**src/rtl/ay8913_sched_pkg.sv**
```systemverilog
`default_nettype none
// ============================================================================
//  Module      : ay8913_sched_pkg
//  Description : Shared constants and types for the AY-3-8913 write scheduler.
//  Revision    : 1.0 - initial release
// ============================================================================
package ay8913_sched_pkg;

   // host write map
   localparam logic [3:0] c_addr_qaddr  = 4'h0;
   localparam logic [3:0] c_addr_qdata  = 4'h1;
   localparam logic [3:0] c_addr_direct = 4'h2;
   localparam logic [3:0] c_addr_ctrl   = 4'h3;
   localparam logic [3:0] c_addr_mark   = 4'h4;

   // host read map
   localparam logic [3:0] c_rd_status   = 4'h0;
   localparam logic [3:0] c_rd_count    = 4'h1;
   localparam logic [3:0] c_rd_frames   = 4'h2;
   localparam logic [3:0] c_rd_ctrl     = 4'h3;

   localparam int c_ctrl_enable = 0;
   localparam int c_ctrl_sync   = 1;
   localparam int c_ctrl_flush  = 2;

   localparam int c_entry_w        = 13;
   localparam int c_entry_mark_bit = 12;
   localparam int c_entry_reg_lsb  = 8;
   localparam int c_entry_data_lsb = 0;

   typedef struct packed {
      logic       mark;
      logic [3:0] regidx;
      logic [7:0] data;
   } sched_entry_t;

   typedef enum logic [0:0] {
      ST_WAIT  = 1'b0,
      ST_DRAIN = 1'b1
   } sched_state_t;

endpackage
`default_nettype wire

```
**src/rtl/ay8913_cmd_fifo.sv**
```systemverilog
`default_nettype none
// ============================================================================
//  Module      : ay8913_cmd_fifo
//  Description : Synchronous first-word-fall-through FIFO for queued PSG writes.
//  Revision    : 1.0 - initial release
// ============================================================================
module ay8913_cmd_fifo #(
   parameter int DEPTH = 16,
   parameter int WIDTH = 13
) (
   input  logic                     clk,
   input  logic                     rst,
   input  logic                     i_flush,
   input  logic                     i_push,
   input  logic [WIDTH-1:0]         i_push_data,
   input  logic                     i_pop,
   output logic [WIDTH-1:0]         o_pop_data,
   output logic                     o_full,
   output logic                     o_empty,
   output logic [$clog2(DEPTH):0]   o_count
);

   localparam int c_ptr_w = $clog2(DEPTH);
   localparam logic [c_ptr_w-1:0] c_ptr_one  = c_ptr_w'(1);
   localparam logic [c_ptr_w:0]   c_cnt_one  = (c_ptr_w + 1)'(1);
   localparam logic [c_ptr_w:0]   c_cnt_full = (c_ptr_w + 1)'(DEPTH);

   logic [WIDTH-1:0]   r_mem [DEPTH];
   logic [c_ptr_w-1:0] r_wr_ptr;
   logic [c_ptr_w-1:0] r_rd_ptr;
   logic [c_ptr_w:0]   r_count;
   logic               w_do_push;
   logic               w_do_pop;

   always_comb begin
      o_full     = (r_count == c_cnt_full);
      o_empty    = (r_count == '0);
      o_count    = r_count;
      o_pop_data = r_mem[r_rd_ptr];
      w_do_push  = i_push && !o_full;
      w_do_pop   = i_pop && !o_empty;
   end

   always_ff @(posedge clk) begin
      if (w_do_push && !i_flush) begin
         r_mem[r_wr_ptr] <= i_push_data;
      end
   end

   // pointers wrap naturally because DEPTH is a power of two
   always_ff @(posedge clk) begin
      if (rst || i_flush) begin
         r_wr_ptr <= '0;
         r_rd_ptr <= '0;
         r_count  <= '0;
      end else begin
         if (w_do_push) r_wr_ptr <= r_wr_ptr + c_ptr_one;
         if (w_do_pop)  r_rd_ptr <= r_rd_ptr + c_ptr_one;
         case ({w_do_push, w_do_pop})
            2'b10:   r_count <= r_count + c_cnt_one;
            2'b01:   r_count <= r_count - c_cnt_one;
            default: r_count <= r_count;
         endcase
      end
   end

endmodule
`default_nettype wire

```
**src/rtl/ay8913_write_scheduler.sv**
```systemverilog
`default_nettype none
// ============================================================================
//  Module      : ay8913_write_scheduler
//  Description : Queues host register writes and drains them to the AY-3-8913,
//                immediately or in frame-synchronised batches.
//  Revision    : 1.0 - initial release
// ============================================================================
module ay8913_write_scheduler
   import ay8913_sched_pkg::*;
#(
   parameter int FIFO_DEPTH = 16,
   parameter int FRAME_DIV  = 1280000
) (
   input  logic       clk,
   input  logic       rst,
   input  logic       host_write,
   input  logic [3:0] host_address,
   input  logic [7:0] host_data_in,
   output logic [7:0] host_data_out,
   output logic       psg_write,
   output logic [3:0] psg_register,
   output logic [7:0] psg_data,
   output logic       frame_tick
);

   localparam int c_cnt_w = $clog2(FIFO_DEPTH) + 1;
   localparam int c_div_w = $clog2(FRAME_DIV);
   localparam logic [c_div_w-1:0] c_div_last = c_div_w'(FRAME_DIV - 1);
   localparam logic [c_div_w-1:0] c_div_one  = c_div_w'(1);

   logic               r_enable;
   logic               r_sync;
   logic [3:0]         r_qaddr;
   logic [c_div_w-1:0] r_div;
   logic [7:0]         r_frames;
   logic               r_overflow;
   logic               r_overrun;
   sched_state_t       r_state;
   logic               r_psg_write;
   logic [3:0]         r_psg_register;
   logic [7:0]         r_psg_data;

   logic               w_wr_qaddr;
   logic               w_wr_qdata;
   logic               w_wr_direct;
   logic               w_wr_ctrl;
   logic               w_wr_mark;
   logic               w_flush;
   logic               w_tick;
   logic               w_push;
   logic               w_drain_slot;
   logic               w_pop;
   sched_entry_t       w_push_entry;
   sched_entry_t       w_head;
   logic               w_fifo_full;
   logic               w_fifo_empty;
   logic [c_cnt_w-1:0] w_fifo_count;
   logic [4:0]         w_count5;

   always_comb begin
      w_wr_qaddr   = host_write && (host_address == c_addr_qaddr);
      w_wr_qdata   = host_write && (host_address == c_addr_qdata);
      w_wr_direct  = host_write && (host_address == c_addr_direct);
      w_wr_ctrl    = host_write && (host_address == c_addr_ctrl);
      w_wr_mark    = host_write && (host_address == c_addr_mark);
      w_flush      = w_wr_ctrl && host_data_in[c_ctrl_flush];
      w_tick       = r_enable && (r_div == c_div_last);
      w_push       = w_wr_qdata || w_wr_mark;
      w_push_entry = '0;
      if (w_wr_mark) begin
         w_push_entry.mark = 1'b1;
      end else begin
         w_push_entry.regidx = r_qaddr;
         w_push_entry.data   = host_data_in;
      end
      // in frame-sync mode the batch window opens on the tick itself
      w_drain_slot = r_sync && ((r_state == ST_DRAIN) || w_tick);
      w_pop        = r_enable && !w_flush && !w_wr_direct && !w_fifo_empty
                     && (!r_sync || w_drain_slot);
   end

   ay8913_cmd_fifo #(
      .DEPTH (FIFO_DEPTH),
      .WIDTH (c_entry_w)
   ) u_fifo (
      .clk         (clk),
      .rst         (rst),
      .i_flush     (w_flush),
      .i_push      (w_push),
      .i_push_data (w_push_entry),
      .i_pop       (w_pop),
      .o_pop_data  (w_head),
      .o_full      (w_fifo_full),
      .o_empty     (w_fifo_empty),
      .o_count     (w_fifo_count)
   );

   always_ff @(posedge clk) begin
      if (rst) begin
         r_enable   <= 1'b0;
         r_sync     <= 1'b0;
         r_qaddr    <= 4'h0;
         r_div      <= '0;
         r_frames   <= 8'h00;
         r_overflow <= 1'b0;
         r_overrun  <= 1'b0;
      end else begin
         if (w_wr_qaddr) r_qaddr <= host_data_in[3:0];
         if (w_wr_ctrl) begin
            r_enable <= host_data_in[c_ctrl_enable];
            r_sync   <= host_data_in[c_ctrl_sync];
         end
         if (!r_enable || w_tick) r_div <= '0;
         else                     r_div <= r_div + c_div_one;
         if (w_tick) r_frames <= r_frames + 8'h01;
         if (w_wr_ctrl) begin
            r_overflow <= 1'b0;
            r_overrun  <= 1'b0;
         end else begin
            if (w_push && w_fifo_full)         r_overflow <= 1'b1;
            if (w_tick && r_state == ST_DRAIN) r_overrun  <= 1'b1;
         end
      end
   end

   always_ff @(posedge clk) begin
      if (rst) begin
         r_state        <= ST_WAIT;
         r_psg_write    <= 1'b0;
         r_psg_register <= 4'h0;
         r_psg_data     <= 8'h00;
      end else begin
         if (!r_enable || w_flush || !r_sync) begin
            r_state <= ST_WAIT;
         end else if (w_drain_slot) begin
            if (w_wr_direct)                    r_state <= ST_DRAIN;
            else if (w_fifo_empty || w_head.mark) r_state <= ST_WAIT;
            else                                r_state <= ST_DRAIN;
         end
         r_psg_write <= w_wr_direct || (w_pop && !w_head.mark);
         if (w_wr_direct) begin
            r_psg_register <= r_qaddr;
            r_psg_data     <= host_data_in;
         end else if (w_pop && !w_head.mark) begin
            r_psg_register <= w_head.regidx;
            r_psg_data     <= w_head.data;
         end
      end
   end

   always_comb begin
      w_count5      = 5'(w_fifo_count);
      host_data_out = 8'h00;
      case (host_address)
         c_rd_status: host_data_out = {3'b000, r_overrun, r_overflow,
                                       (r_state == ST_DRAIN), w_fifo_full, w_fifo_empty};
         c_rd_count:  host_data_out = {3'b000, w_count5};
         c_rd_frames: host_data_out = r_frames;
         c_rd_ctrl:   host_data_out = {6'b000000, r_sync, r_enable};
         default:     host_data_out = 8'h00;
      endcase
   end

   assign psg_write    = r_psg_write;
   assign psg_register = r_psg_register;
   assign psg_data     = r_psg_data;
   assign frame_tick   = w_tick;

endmodule
`default_nettype wire

```
**config.mk**
```make
export PLATFORM = sky130hd
export DESIGN_NAME = ay8913_write_scheduler
export DESIGN_NICKNAME = d
export VERILOG_FILES = /design/src/rtl/ay8913_sched_pkg.sv /design/src/rtl/ay8913_cmd_fifo.sv /design/src/rtl/ay8913_write_scheduler.sv
export SDC_FILE = /design/constraint.sdc
export NUM_CORES = 1
export LEC_CHECK = 0
export CAP_MARGIN = 20
export CORE_ASPECT_RATIO = 1.1
export CORE_MARGIN = 2
export CORE_UTILIZATION = 61
export CTS_BUF_LIST = sky130_fd_sc_hd__clkbuf_16
export CTS_CLUSTER_DIAMETER = 100
export DETAILED_ROUTE_END_ITERATION = 16
export PLACE_DENSITY = 0.76
export RECOVER_POWER = 100
export SYNTH_ARGS = -nofsm -noshare
export SYNTH_HDL_FRONTEND = slang
export SYNTH_HIERARCHICAL = 1
export SYNTH_SLANG_ARGS = --single-unit
```
**constraint.sdc**
```tcl
create_clock -name clk -period 4.7 [get_ports clk]
set_input_delay 0.94 -clock clk [delete_from_list [all_inputs] [get_ports clk]]
set_output_delay 0.94 -clock clk [all_outputs]
set_load 0.02 [all_outputs]
```
==> impl_metrics.yaml <==
drt:
  drt_iter0_markers: 712
  wl_um: 25900
  drtPass1Iterations: 7
  antenna_left: 0
  vias: 6866
  avgRoutedWirePerCell_um: 24.4
  via_per_inst: 6.47
  drc: 0
setup_path:
  crit_family: "buffers and inverters"
  critPathLaunch: "host_address[0]"
  crit_path_frequent_cell: "dlygate4sd3_1"
  arrival_ns: 3.28
  cp-end-kind: "output pin"
  cp_max_fo: 8
  crit_buf_inv: 3
  cp_cell_sequence: "dlygate4sd3_1 > clkbuf_1 > mux4_2 > and2_1 > dlygate4sd3_1"
  crit_slowest_cell: "dlygate4sd3_1"
  start_kind: "primary input"
  slowest_delay_ns: 0.72
  required_ns: 3.76
  crit_type: "primary input to output pin"
cts:
  ctsHoldBuffers: 0
  cts.sinks: 276
  cts_root_buffer: "clkbuf_16"
  clock_latency_ns: 0.53
  cts_inserted_buffers: 26
  htreeDepth: 1
  cts_tree: "yes"
  ctsResizeCount: 0
  clockBufferDepth: 3
  clkSlewWorstSetupHoldPaths_ns: 0.06
  cts_setup_buffers: 0
power_and_ir_drop:
  p_comb_frac: 0.020
  p_seq_frac: 0.563
  pwr-share-clk: 0.417
  p_per_area_nw_per_um2: 366
  switching_share: 0.198
  p_total_w: 0.00466
  p_leak_nw: 4.11
  internal_power_w: 0.00374
  switchingPower_w: 0.000921
  vdd_drop_max_mv: 0.267
floorplanning:
  die_width_um: 134
  rows: 52
  initial_utilization: 0.619
  dieArea_sq_um: 19700
  pin_count: 37
  core_area_sq_um: 18300
  die_h_um: 147
placed_design:
  dp_cells: 1014
  portBuffers: 36
  dp_hpwl_um: 15600
  globalplace.congestion: 0.878
sta:
  final_hold_viol_count: 0
  whs_ns: 0.463
  max_freq_mhz: 237
  slew_violations: 33
  worstMarginPinSlew_ns: 1.58
  finalCriticalPeriod_ns: 4.22
  finalCritPeriodShare: 0.897
  rsz0062_at_grt: "false"
  setup_viol: 0
  slew_headroom: -0.0513
  setup_tns_ns: 0
  finalClockSkew_ns: 0.0136
global_routing:
  grt_pass1_wl_um: 40000
  grt-ovfl-total: 0
  grt_usage: 0.271
  antenna_found_initial: 0
  grt_max_degree: 33
  grt_pass1_vias: 7088
final_layout:
  drive_gt1_frac: 0.125
  n_fill_cell: 1198
  final_cells: 1062
  finalNetCount: 826
  insertedDiodeCount: 0
  syn2layout_area_growth_pct: 12.3
run:
  drv_cap: 1
synthesis:
  synthFlopType: "edfxtp_1"
  synthArstFlopShare: 0
  synth-warning-count: 6
  synth.most_common_cell: "edfxtp_1"
  synthTopCellsByCount: "edfxtp_1, nor2_1, dfxtp_1, mux4_2, nand2_1"
  synth_top_area_frac: 0.551
  synth-edff-count: 208
  synth_nets: 770
  seq_area_frac_synth: 0.672
  avgSynthCellArea_sq_um: 15.2
  netlist_area_sq_um: 11300
  yosys_register_bits: 276
  yosysTopAreaCell: "edfxtp_1"
  synth.area.top_cells: "edfxtp_1, dfxtp_1, mux4_2"
  syn-instance-count: 743
  synth_cell_type_count: 47
hold_path:
  min_path_type: "flip-flop to flip-flop"
  hold_start: "r_div[0]"
run_status:
  violations: "max-capacitance violations, max-slew violations"
  status: "complete, but fails checks"
flip-flops by register name (all words and copies together) (netlist names), named ones only:
signal	flops
r_overflow	1
r_frames	8
psg_write	1
r_state	1
r_overrun	1
u_fifo/o_count	5
u_fifo/r_rd_ptr	4
r_div	21
r_sync	1
r_enable	1
u_fifo/r_wr_ptr	4
psg_data	8
u_fifo/r_mem	208
r_qaddr	4
psg_register	4
cell type report:
cell class,count,area [sq um],area share
Sequential cell,276,7610,0.598
Multi-Input combinational cell,420,3470,0.273
Timing Repair Buffer,64,499,0.0393
Clock buffer,27,676,0.0531
Tap cell,243,304,0.0239
Clock inverter,21,116,0.00915
Inverter,11,41.3,0.00325
kinds of logic (layout without fill, tap and decap cells):
| kind of cell | Yosys count | after routing | synth area share |
|---|---|---|---|
| flip-flops | 276 | 276 | 0.672 |
| AND/OR/NAND/NOR | 233 | 233 | 0.105 |
| AO/OA/AOI/OAI | 78 | 78 | 0.0502 |
| multiplexers | 67 | 67 | 0.119 |
| buffers and inverters | 47 | 123 | 0.0171 |
| XOR/XNOR | 30 | 30 | 0.0232 |
| adder cells (fa/ha/maj) | 12 | 12 | 0.0139 |
per-layer routing:
metal,share of wire,global-route usage,vias to the layer above
met2,0.51,0.469,352
met1,0.38,0.351,3479
met5,0,0,-
li1,-,-,2972
met3,0.076,0.0428,63
met4,0.029,0.0936,0
cell usage in the layout, fill, tap and decap left out, types with 6 or more instances in the layout:
cell type        count
edfxtp_1           208
nor2_1              90
dfxtp_1             66
mux4_2              54
nand2_1             34
clkbuf_16           27
dlygate4sd3_1       26
a22oi_1             26
clkbuf_1            19
inv_1               17
a21oi_1             16
xnor2_1             15
xor2_1              15
nand3_1             14
nor4_1              14
mux2i_1             13
nor3_1              13
and2_0              12
o21bai_1            12
a211oi_1            12
ha_1                11
and3_1              10
clkdlybuf4s50_1     10
buf_4                9
nand4_1              8
clkinv_1             8
or4_1                6
worst paths after layout:
kind / slack [ns] / cells past startpoint / end
worst max-delay path: 0.48 / 5 / host_data_out[0]
worst min-delay path: 0.46 / 1 / r_div[0]
worst max register to register: 0.54 / 6 / psg_data[5]
worst min register to register: 0.46 / 1 / r_div[0]
power by group through the flow:
stage          sequential [W]  combinational (W)  clock (W)
2_1_floorplan         0.00267          0.0000518          0
3_3_place_gp          0.00267          0.0000912          0
3_5_place_dp          0.00267          0.0000964          0
4_1_cts               0.00262          0.0000975    0.00196
5_1_grt               0.00262           0.000102    0.00206
6_report              0.00262          0.0000944    0.00194
through the flow:
step | setup WS, ns | area (sq um) | util
global placement | 0.474 | 12100 | 0.659
floorplan | 0.912 | 11300 | -
finish | 0.485 | 12700 | 0.696
CTS | 0.763 | 12800 | 0.703
detailed placement | 0.351 | 12100 | 0.659
global route | 0.387 | 12700 | 0.696
(Power assumes the default switching activity.)
